[config.mk]
export PLATFORM = sky130hd
export DESIGN_NAME = fetch_stage
export DESIGN_NICKNAME = d
export VERILOG_FILES = /design/src/rtl/fetch_stage.sv
export SDC_FILE = /design/constraint.sdc
export NUM_CORES = 1
export LEC_CHECK = 0
export BUFFER_PORTS_ARGS = -buffer_cell sky130_fd_sc_hd__buf_2
export CAP_MARGIN = 10
export CORE_ASPECT_RATIO = 1.5
export CORE_UTILIZATION = 61
export CTS_BUF_LIST = sky130_fd_sc_hd__clkbuf_8
export CTS_CLUSTER_SIZE = 12
export DETAILED_ROUTE_END_ITERATION = 8
export PLACE_DENSITY_LB_ADDON = 0.3
export SYNTH_ARGS = -nofsm -noshare
export SYNTH_HDL_FRONTEND = slang
export SYNTH_SLANG_ARGS = --single-unit
[constraint.sdc]
create_clock -name clock -period 3.3 [get_ports clock]
set_input_delay 0 -clock clock [delete_from_list [all_inputs] [get_ports clock]]
set_output_delay 0 -clock clock [all_outputs]
set_load 0.05 [all_outputs]
[src/rtl/fetch_stage.sv]
// Instruction-fetch stage: PC register, next-PC selection, 8-entry
// return-address stack and the IF/ID pipeline register feeding decode.
module fetch_stage #(
  parameter int                 ADDR_W      = 12,
  parameter int                 INSTR_W     = 19,
  parameter int                 STACK_DEPTH = 8,
  parameter logic [INSTR_W-1:0] NOP_INSTR   = 19'h7FFFF
) (
  input  logic               clock,
  input  logic               init_signal,
  output logic [ADDR_W-1:0]  inst_addr,
  input  logic [INSTR_W-1:0] inst_data,
  input  logic               hold,
  input  logic               stall,
  input  logic [1:0]         pcInputSel,
  input  logic               pcAdderInputASel,
  input  logic               push,
  input  logic               pop,
  output logic [INSTR_W-1:0] allBits,
  output logic [ADDR_W-1:0]  id_pc,
  output logic               id_valid,
  output logic [3:0]         stack_depth,
  output logic               stack_overflow,
  output logic               stack_underflow
);

  localparam int IDX_W = $clog2(STACK_DEPTH);
  localparam logic [3:0] DEPTH = 4'(STACK_DEPTH);

  logic [ADDR_W-1:0]  pc_q, pc_d;
  logic [INSTR_W-1:0] ir_q, ir_d;
  logic [ADDR_W-1:0]  idpc_q, idpc_d;
  logic               vld_q, vld_d;
  logic [3:0]         sp_q, sp_d;
  logic               ovf_q, ovf_d;
  logic               udf_q, udf_d;
  logic [ADDR_W-1:0]  stack_q [STACK_DEPTH];

  logic [IDX_W-1:0]   top_idx;
  logic [IDX_W-1:0]   stk_widx;
  logic               stk_we;
  logic [ADDR_W-1:0]  ret_tgt;
  logic [ADDR_W-1:0]  br_off;
  logic [ADDR_W-1:0]  link_addr;

  assign top_idx   = IDX_W'(sp_q - 4'd1);
  assign ret_tgt   = (sp_q != 4'd0) ? stack_q[top_idx] : '0;
  assign br_off    = {{(ADDR_W-8){ir_q[7]}}, ir_q[7:0]};
  assign link_addr = idpc_q + ADDR_W'(1);

  // Next-state for PC, IF/ID register, stack pointer and sticky flags
  always_comb begin
    pc_d     = pc_q;
    ir_d     = ir_q;
    idpc_d   = idpc_q;
    vld_d    = vld_q;
    sp_d     = sp_q;
    ovf_d    = ovf_q;
    udf_d    = udf_q;
    stk_we   = 1'b0;
    stk_widx = sp_q[IDX_W-1:0];

    // pop wins over push for the target: a simultaneous push/pop returns
    if (pop) begin
      pc_d = ret_tgt;
    end else if (push) begin
      pc_d = ir_q[ADDR_W-1:0];
    end else begin
      unique case (pcInputSel)
        2'b01:   pc_d = ir_q[ADDR_W-1:0];
        2'b10:   pc_d = ret_tgt;
        2'b00:   pc_d = pcAdderInputASel ? pc_q + ADDR_W'(1) : idpc_q + br_off;
        default: pc_d = pc_q;
      endcase
    end

    if (push && !pop) begin
      if (sp_q < DEPTH) begin
        stk_we = 1'b1;
        sp_d   = sp_q + 4'd1;
      end else begin
        ovf_d = 1'b1;
      end
    end else if (pop) begin
      if (sp_q == 4'd0) begin
        udf_d = 1'b1;
      end else if (push) begin
        // illegal push+pop: replace top entry in place
        stk_we   = 1'b1;
        stk_widx = top_idx;
      end else begin
        sp_d = sp_q - 4'd1;
      end
    end

    if (stall) begin
      ir_d  = NOP_INSTR;
      vld_d = 1'b0;
    end else begin
      ir_d   = inst_data;
      idpc_d = pc_q;
      vld_d  = 1'b1;
    end
  end

  // Stage registers: reset first, hold freezes everything
  always_ff @(posedge clock) begin
    if (init_signal) begin
      pc_q   <= '0;
      ir_q   <= NOP_INSTR;
      idpc_q <= '0;
      vld_q  <= 1'b0;
      sp_q   <= 4'd0;
      ovf_q  <= 1'b0;
      udf_q  <= 1'b0;
    end else if (!hold) begin
      pc_q   <= pc_d;
      ir_q   <= ir_d;
      idpc_q <= idpc_d;
      vld_q  <= vld_d;
      sp_q   <= sp_d;
      ovf_q  <= ovf_d;
      udf_q  <= udf_d;
    end
  end

  // Return-address storage; contents need no reset
  always_ff @(posedge clock) begin
    if (!init_signal && !hold && stk_we)
      stack_q[stk_widx] <= link_addr;
  end

  assign inst_addr       = pc_q;
  assign allBits         = ir_q;
  assign id_pc           = idpc_q;
  assign id_valid        = vld_q;
  assign stack_depth     = sp_q;
  assign stack_overflow  = ovf_q;
  assign stack_underflow = udf_q;

endmodule

==> impl_results.md, run 1 <==
* Met2 capacity usage during global routing at between 50% and 60%
* Boundary pin count at roughly 80
* Routed wire length at roughly 17,000 µm
* Kind of capture point of the worst setup path: register
* Average wire per cell in the routed design at 20.0 µm
* Estimated wirelength of the detail-placed design at 12,000 µm
* Pin count of the biggest net entering global routing at 36
* Synth area leaders: sky130_fd_sc_hd__edfxtp_1 (41%), sky130_fd_sc_hd__dfxtp_1 (14%), sky130_fd_sc_hd__mux4_2 (6.2%), sky130_fd_sc_hd__nand2_1 (5.0%), sky130_fd_sc_hd__ha_1 (3.4%)
* Clock root buffer: sky130_fd_sc_hd__clkbuf_8
* Pwr Density at 526 nW/µm²
* Flip-flop and latch count after synthesis at 146
* Period minus WS final at around 2.8 ns
* Flip-flop cell with the highest count after synthesis: sky130_fd_sc_hd__edfxtp_1
* Initial antenna violation count at 0
* Count of input and output buffers at 77
* Total placed cells including tap cells at 808
* Horizontal extent of the die at 89.2 µm
* IR drop worst, VDD at 0.373 mV
* Top cell types by occurrence after synthesis: sky130_fd_sc_hd__edfxtp_1 (96), sky130_fd_sc_hd__nand2_1 (93), sky130_fd_sc_hd__dfxtp_1 (50), sky130_fd_sc_hd__a21oi_1 (45), sky130_fd_sc_hd__nor2_1 (45)
* Number of filler instances in the final layout at 783
* DR pass1 iterations at 5
* Die extent in y at 133 µm
* Number of flops mapped to enable cells by yosys at 96
* Post-synth cell types at 56
* Achievable Freq at 359 MHz
* Worst hold path class: primary input to register
* Critical path fanouts, max at 12
* Initial core utilization at 62.9%
* Bufs on Longest Clock Path at 2
* Post-synth top area cell: sky130_fd_sc_hd__edfxtp_1
* Status: finished clean
* Number of buffers created by CTS at 17
* Hold path cells at 2
* Most frequent cell after synthesis: sky130_fd_sc_hd__edfxtp_1
* Clock Latency Late Sink at between 0.4 and 0.5 ns
* Global-route track usage on met3 at 7.24%
* Required @ worst endpoint at 3.45 ns
* Crit path launch type: register
* Max H-tree Level at 4
* Critical register-to-register path endpoint: stack_q[3][2]
* Share of the cycle needed by the critical path after routing at 84.5%
* Number of gates given a new drive strength after cts at 0
* Vias in the first global route at ~5,200
* Slew Limit Headroom at between 30% and 40%
* Post-layout utilization of the core at 73.3%
* Kind of critical path: register to register
* Number of warnings reported in the yosys synthesis log at 0
* Overall via count from detail_route at 5,364
* Clock tree from TritonCTS: built
* Per-cell via count in the routed design at about 6.2
* Worst Hold Launch: init_signal
* Clock edge transition at the registers on the reported setup and hold paths at 0.09 ns
* Final count of hold timing violations at 0
* Grt total ovfl at 0
* Std cell rows at 47
* Endpoint, Worst Hold: stack_underflow
* Starting DRC count in detailed routing at 341
* Worst-Margin Slew at 1.01 ns
* Placer Congestion at 0.885
* Number of cells produced by synthesis at 601
* Global routing met1 resource utilization at 36.7%
* Final Max Tran Viols at 0
* DRC Markers at 0
* Sequential cell area fraction in the yosys report at 55.9%
* Number of antenna-violating nets in the routed design at 0
* FF-to-FF Start: stack_depth[1]
* Die footprint at around 12,000 µm²
* Setup slack of the worst register-to-register path at 0.51 ns
* Wire length of the first global-routing pass at ~27,000 µm
* Ratio of cells with drive above 1 in the final layout at 21.4%
* Layout overhead on the synthesized area at 16.6%
* Grt peak-use layer: met2
* Static leakage at 3.01 nW
* Setup violation total in the final timing report at 0
* Portion of synthesized cell area occupied by the leading cell type at roughly two fifths
* Proportion of register bits with asynchronous set or reset after synthesis at 0%
* Mean instance size in the synthesized netlist at between 10 and 15 µm²
* Antenna Cells at 0
* GR Util All Layers at 30.7%
* Number of nets produced by synthesis at around 650
* RSZ-0062 raised after global routing: false
* Worst Skew at about 0.014 ns
* Final nets at around 750
* Area of the mapped netlist at 6950 µm²
* Max-cap violation count at 0
* FF-to-FF path depth at 7
* Non-filler cells in the finished layout at 861
* Core Box Area at 11,100 µm²
* TritonCTS Sinks at around 150
* Data arrival time of the critical path at between 2 and 3 ns
==> metrics by stage <==
stage	power [mW]	hold slack (ns)	setup WS, ns	TNS [ns]	area [µm²]
global placement	2.86	0.222	0.791	0	7500
detailed placement	2.88	0.227	0.573	0	7500
global route	4.42	0.0461	0.290	0	8100
finish	4.26	0.0478	0.511	0	8100
floorplan	2.67	0.139	-0.121	-6.58	6960
CTS	4.26	0.0243	0.544	0	8100
==> power by group <==
| group | switching (mW) | leakage (nW) | internal (mW) |
|---|---|---|---|
| sequential | 0.0648 | 1.31 | 1.99 |
| clock | 0.757 | 0.203 | 0.632 |
| combinational | 0.517 | 1.49 | 0.299 |
| total | 1.34 | 3.01 | 2.92 |
==> placed cells by master, fill, tap and decap left out, types with 11 or more instances in the layout <==
cell type,count
sky130_fd_sc_hd__ha_1,19
sky130_fd_sc_hd__dfxtp_1,49
sky130_fd_sc_hd__edfxtp_1,96
sky130_fd_sc_hd__xnor2_1,19
sky130_fd_sc_hd__buf_2,77
sky130_fd_sc_hd__nor2_1,43
sky130_fd_sc_hd__a211oi_1,13
sky130_fd_sc_hd__clkbuf_8,17
sky130_fd_sc_hd__o21ai_0,19
sky130_fd_sc_hd__dlygate4sd3_1,21
sky130_fd_sc_hd__a21oi_1,45
sky130_fd_sc_hd__buf_4,14
sky130_fd_sc_hd__nand2_1,93
sky130_fd_sc_hd__o22ai_1,23
sky130_fd_sc_hd__inv_1,11
sky130_fd_sc_hd__mux4_2,19
==> routing by layer <==
metal	up-vias	share of wire (%)	wire (µm)
met2	239	52	8970
met3	53	5.8	1000
met4	0	3.9	679
met1	2599	38	6560
li1	2473	-	-
met5	-	0	0
==> layout make-up <==
type | instances | area [µm²] | area share [%]
Clock buffer | 17 | 234 | 2.89
Timing Repair Buffer | 112 | 701 | 8.65
Sequential cell | 146 | 3880 | 47.9
Clock inverter | 15 | 161 | 1.99
Inverter | 11 | 41.3 | 0.509
Multi-Input combinational cell | 413 | 2900 | 35.8
Tap cell | 147 | 184 | 2.27
==> repair_timing <==
item | CTS | global route
hold endpoints to repair | 21 | 0
hold buffers | 21 | 0
buffers inserted | 0 | 0
==> worst max-delay path by stage <==
stage | startpoint | end | slack (ns) | cells after the start
5_1_grt | stack_depth[1] | stack_q[3][6] | 0.29 | 7
2_1_floorplan | stack_depth[0] | stack_q[2][0] | -0.12 | 10
3_3_place_gp | id_pc[0] | inst_addr[10] | 0.79 | 8
4_1_cts | stack_depth[1] | stack_q[3][6] | 0.54 | 7
3_5_place_dp | stack_depth[1] | stack_q[3][10] | 0.57 | 7
6_report | stack_depth[1] | stack_q[3][2] | 0.51 | 7
==> state kept, by name (all words and copies together), names as in the netlist <==
register,cells
stack_q,96
stack_depth,4
inst_addr,12
stack_underflow,1
id_pc,12
stack_overflow,1
id_valid,1
allBits,19
==> logic make-up after synthesis <==
logic type      count (synthesis)  synth area share [%]
compound gates                137                  12.4
xor+xnor                       28                  3.53
buf+inv                        42                  2.54
flops                         146                  55.9
fa+ha+maj                      20                  3.71
mux                            33                  9.38
simple gates                  195                  12.6
==> critical path, cell delays in order, from the launching register on <==
cell and delay (ns):
sky130_fd_sc_hd__dfxtp_1 0.44, sky130_fd_sc_hd__inv_1 0.07, sky130_fd_sc_hd__ha_1 0.24, sky130_fd_sc_hd__nor3b_2 0.21, sky130_fd_sc_hd__nor4_1 0.62, sky130_fd_sc_hd__o2111ai_1 0.39
sky130_fd_sc_hd__nor2_1 0.26, sky130_fd_sc_hd__buf_4 0.25
Note: power is estimated with default switching activity, not from simulation.
==> run 2: changes to the inputs <==
==> constraint.sdc (replaced) <==
create_clock -name clock -period 2.8 [get_ports clock]
set_input_delay 0 -clock clock [delete_from_list [all_inputs] [get_ports clock]]
set_output_delay 0 -clock clock [all_outputs]
set_load 0.05 [all_outputs]
==> impl_results.md, run 2 (same netlist as run 1, synthesis figures left out) <==
* Cell area after placement at 7570 µm² (+0.98%)
* Worst hold path class: primary input to register
* Starting DRC count in detailed routing at 419 (+23%)
* Estimated wirelength of the detail-placed design at 12,200 µm (+1.6%)
* Per-cell via count in the routed design at 6.28 (+0.74%)
* Commonest cells after routing, fill and taps aside: sky130_fd_sc_hd__edfxtp_1 (96), sky130_fd_sc_hd__nand2_1 (93), sky130_fd_sc_hd__buf_2 (77)
* Smallest setup slack after layout at 0.177 ns (-0.334 ns)
* DRC Markers at 0 (unchanged)
* Proportion of power drawn by flip-flops and latches at 47.1% (-1.1 points)
* Initial antenna violation count at 0 (unchanged)
* Required @ worst endpoint at 3.17 ns (-0.28 ns)
* Setup slack of the worst register-to-register path at 0.18 ns (-0.33 ns)
* Kind of capture point of the worst setup path: register
* Grt total ovfl at 0 (unchanged)
* Initial core utilization at 62.9% (unchanged)
* FF-to-FF path depth at 8 (+1)
* Ratio of cells with drive above 1 in the final layout at 22.6% (+1.1 points)
* Max FFs per register at 96 (unchanged)
* Setup violation total in the final timing report at 0 (unchanged)
* Period minus WS final at 2.62 ns (-0.166 ns)
* Horizontal extent of the die at 89.2 µm (unchanged)
* Final nets at 775 (+3.5%)
* Achievable Freq at 381 MHz (+6.3%)
* Clock Latency Late Sink at 0.46 ns (about the same)
* Pin count of the biggest net entering global routing at 35 (-2.8%)
* Total placed cells including tap cells at 815 (+0.87%)
* Pwr Density at 613 nW/µm² (+17%)
* Vias in the first global route at 5,488 (+5.3%)
* Max H-tree Level at 4 (unchanged)
* Kind of critical path: register to register
* Clock edge transition at the registers on the reported setup and hold paths at 0.10 ns (about the same)
* Static leakage at 3.09 nW (+2.6%)
* Commonest non-fill, non-tap cell in the layout: sky130_fd_sc_hd__edfxtp_1
* Overall via count from detail_route at 5,567 (+3.8%)
* Worst Skew at 0.0187 ns (+0.00466 ns)
* FF-to-FF Start: allBits[0]
* TritonCTS Sinks at 146 (unchanged)
* Switching part of the total power at 32.3% (+0.83 points)
* Std cell rows at 47 (unchanged)
* Worst-Margin Slew at 1.05 ns (+0.0443 ns)
* Wire length of the first global-routing pass at 27,600 µm (+4.2%)
* Average wire per cell in the routed design at 20.5 µm (+2.3%)
* Critical register-to-register path endpoint: inst_addr[10]
* Data arrival time of the critical path at 2.99 ns (+0.05 ns)
* Power consumption at 5.15 mW (+21%)
* Worst Hold Slack at 0.0492 ns (+0.00142 ns)
* Core Box Area at 11,100 µm² (unchanged)
* DR pass1 iterations at 5 (unchanged)
* Layout overhead on the synthesized area at 20.7%
* Boundary pin count at 78 (unchanged)
* Internal power component at 3.49 mW (+19%)
* Final Max Tran Viols at 0 (unchanged)
* Crit path launch type: register
* Number of antenna-violating nets in the routed design at 0 (unchanged)
* Hold path cells at 3 (+1)
* Non-filler cells in the finished layout at 887 (+3.0%)
* Routed wire length at 18,100 µm (+5.4%)
* Final count of hold timing violations at 0 (unchanged)
* Clock share of power at 33.3% (+0.7 points)
* Status: finished clean
* Share of the cycle needed by the critical path after routing at 93.7% (+9.2 points)
* Clock root buffer: sky130_fd_sc_hd__clkbuf_8
* Count of input and output buffers at 77 (unchanged)
* Critical path fanouts, max at 4 (-8)
* Clock tree from TritonCTS: built
* Most flop-heavy register: stack_q
* Die extent in y at 133 µm (unchanged)
* Placer Congestion at 0.927 (+4.7%)
* Number of buffers inserted by post-CTS setup repair at 0 (unchanged)
* Bufs on Longest Clock Path at 2 (unchanged)
* Comb power frac at 19.6% (+0.4 points)
* Max-cap violation count at 0 (unchanged)
* Die footprint at 11,800 µm² (unchanged)
* RSZ-0062 raised after global routing: false
* Net switching power at 1.66 mW (+24%)
* Layout Cell Area excl Fill at 8390 µm² (+3.6%)
* Endpoint, Worst Hold: stack_underflow
* Antenna Cells at 0 (unchanged)
* Number of buffers created by CTS at 17 (unchanged)
* GR Util All Layers at 32.1% (+1.3 points)
* Worst Hold Launch: init_signal
* Slew Limit Headroom at 29.4% (-3.0 points)
* IR drop worst, VDD at 0.464 mV (+24%)
* Pre-CTS setup slack at 0.249 ns (-0.324 ns)
## run 2: cell count changes in the layout (fill, tap and decap cells not counted)
cell	before	now
sky130_fd_sc_hd__buf_4	14	21
sky130_fd_sc_hd__clkinv_2	2	0
sky130_fd_sc_hd__clkinv_8	1	3
sky130_fd_sc_hd__dlygate4sd3_1	21	40
sky130_fd_sc_hd__inv_6	6	5
sky130_fd_sc_hd__inv_8	4	5
sky130_fd_sc_hd__nor2_1	43	37
sky130_fd_sc_hd__nor2_2	2	8
sky130_fd_sc_hd__nor4_1	5	4
sky130_fd_sc_hd__nor4_2	0	1
## run 2: repair_timing
action                    4_1_cts  5_1_grt
hold endpoints to repair       22        0
resized for setup               0        0
hold buffers                   40        0
## run 2: worst max path at each step
| stage | start | end | cells past startpoint |
|---|---|---|---|
| 3_5_place_dp | allBits[0] | inst_addr[10] | 8 |
| 4_1_cts | allBits[0] | inst_addr[10] | 8 |
| 3_3_place_gp | allBits[0] | inst_addr[10] | 8 |
| 6_report | allBits[0] | inst_addr[10] | 8 |
| 5_1_grt | allBits[0] | inst_addr[10] | 8 |
| 2_1_floorplan | stack_depth[0] | stack_q[2][0] | 10 |
## run 2: area by class of cell
cell class | instances | area (µm²)
Clock buffer | 17 | 234
Clock inverter | 15 | 186
Fill cell | 729 | 2660
Inverter | 11 | 41.3
Multi-Input combinational cell | 413 | 2920
Sequential cell | 146 | 3880
Tap cell | 147 | 184
Timing Repair Buffer | 138 | 943
## run 2: through the flow
stage / util [%] / TNS [ns]
after floorplan: - / -8.12
after global placement: 68.5 / 0
after detailed placement: 68.5 / 0
after CTS: 75.9 / 0
after global routing: 75.9 / 0
final: 75.9 / 0
## run 2: per-layer routing
metal  track usage [%]  share of wire, %  vias to the layer above
li1                  -                 -                     2517
met4              19.6               4.6                        0
met1              37.4                37                     2695
met3              6.55               6.9                       72
met2              53.2                52                      283
met5                 0                 0                        -
## run 2: worst max-delay path, cell delays in order, from the launching register on
cell                       delay (ns)
sky130_fd_sc_hd__dfxtp_1         0.36
sky130_fd_sc_hd__ha_1            0.25
sky130_fd_sc_hd__fa_1            0.44
sky130_fd_sc_hd__a211oi_1        0.26
sky130_fd_sc_hd__nor2_1          0.13
sky130_fd_sc_hd__o311ai_1        0.46
sky130_fd_sc_hd__o221ai_1        0.20
sky130_fd_sc_hd__nand3b_1        0.19
sky130_fd_sc_hd__a311oi_1        0.25
## run 2: power groups by stage
| stage | Sequential, mW | Clock [mW] | Combinational [mW] |
|---|---|---|---|
| after floorplan | 2.59 | 0 | 0.562 |
| after global placement | 2.47 | 0 | 0.919 |
| after detailed placement | 2.47 | 0 | 0.946 |
| after CTS | 2.42 | 1.73 | 0.990 |
| after global routing | 2.43 | 1.82 | 1.08 |
| final | 2.42 | 1.72 | 1.01 |
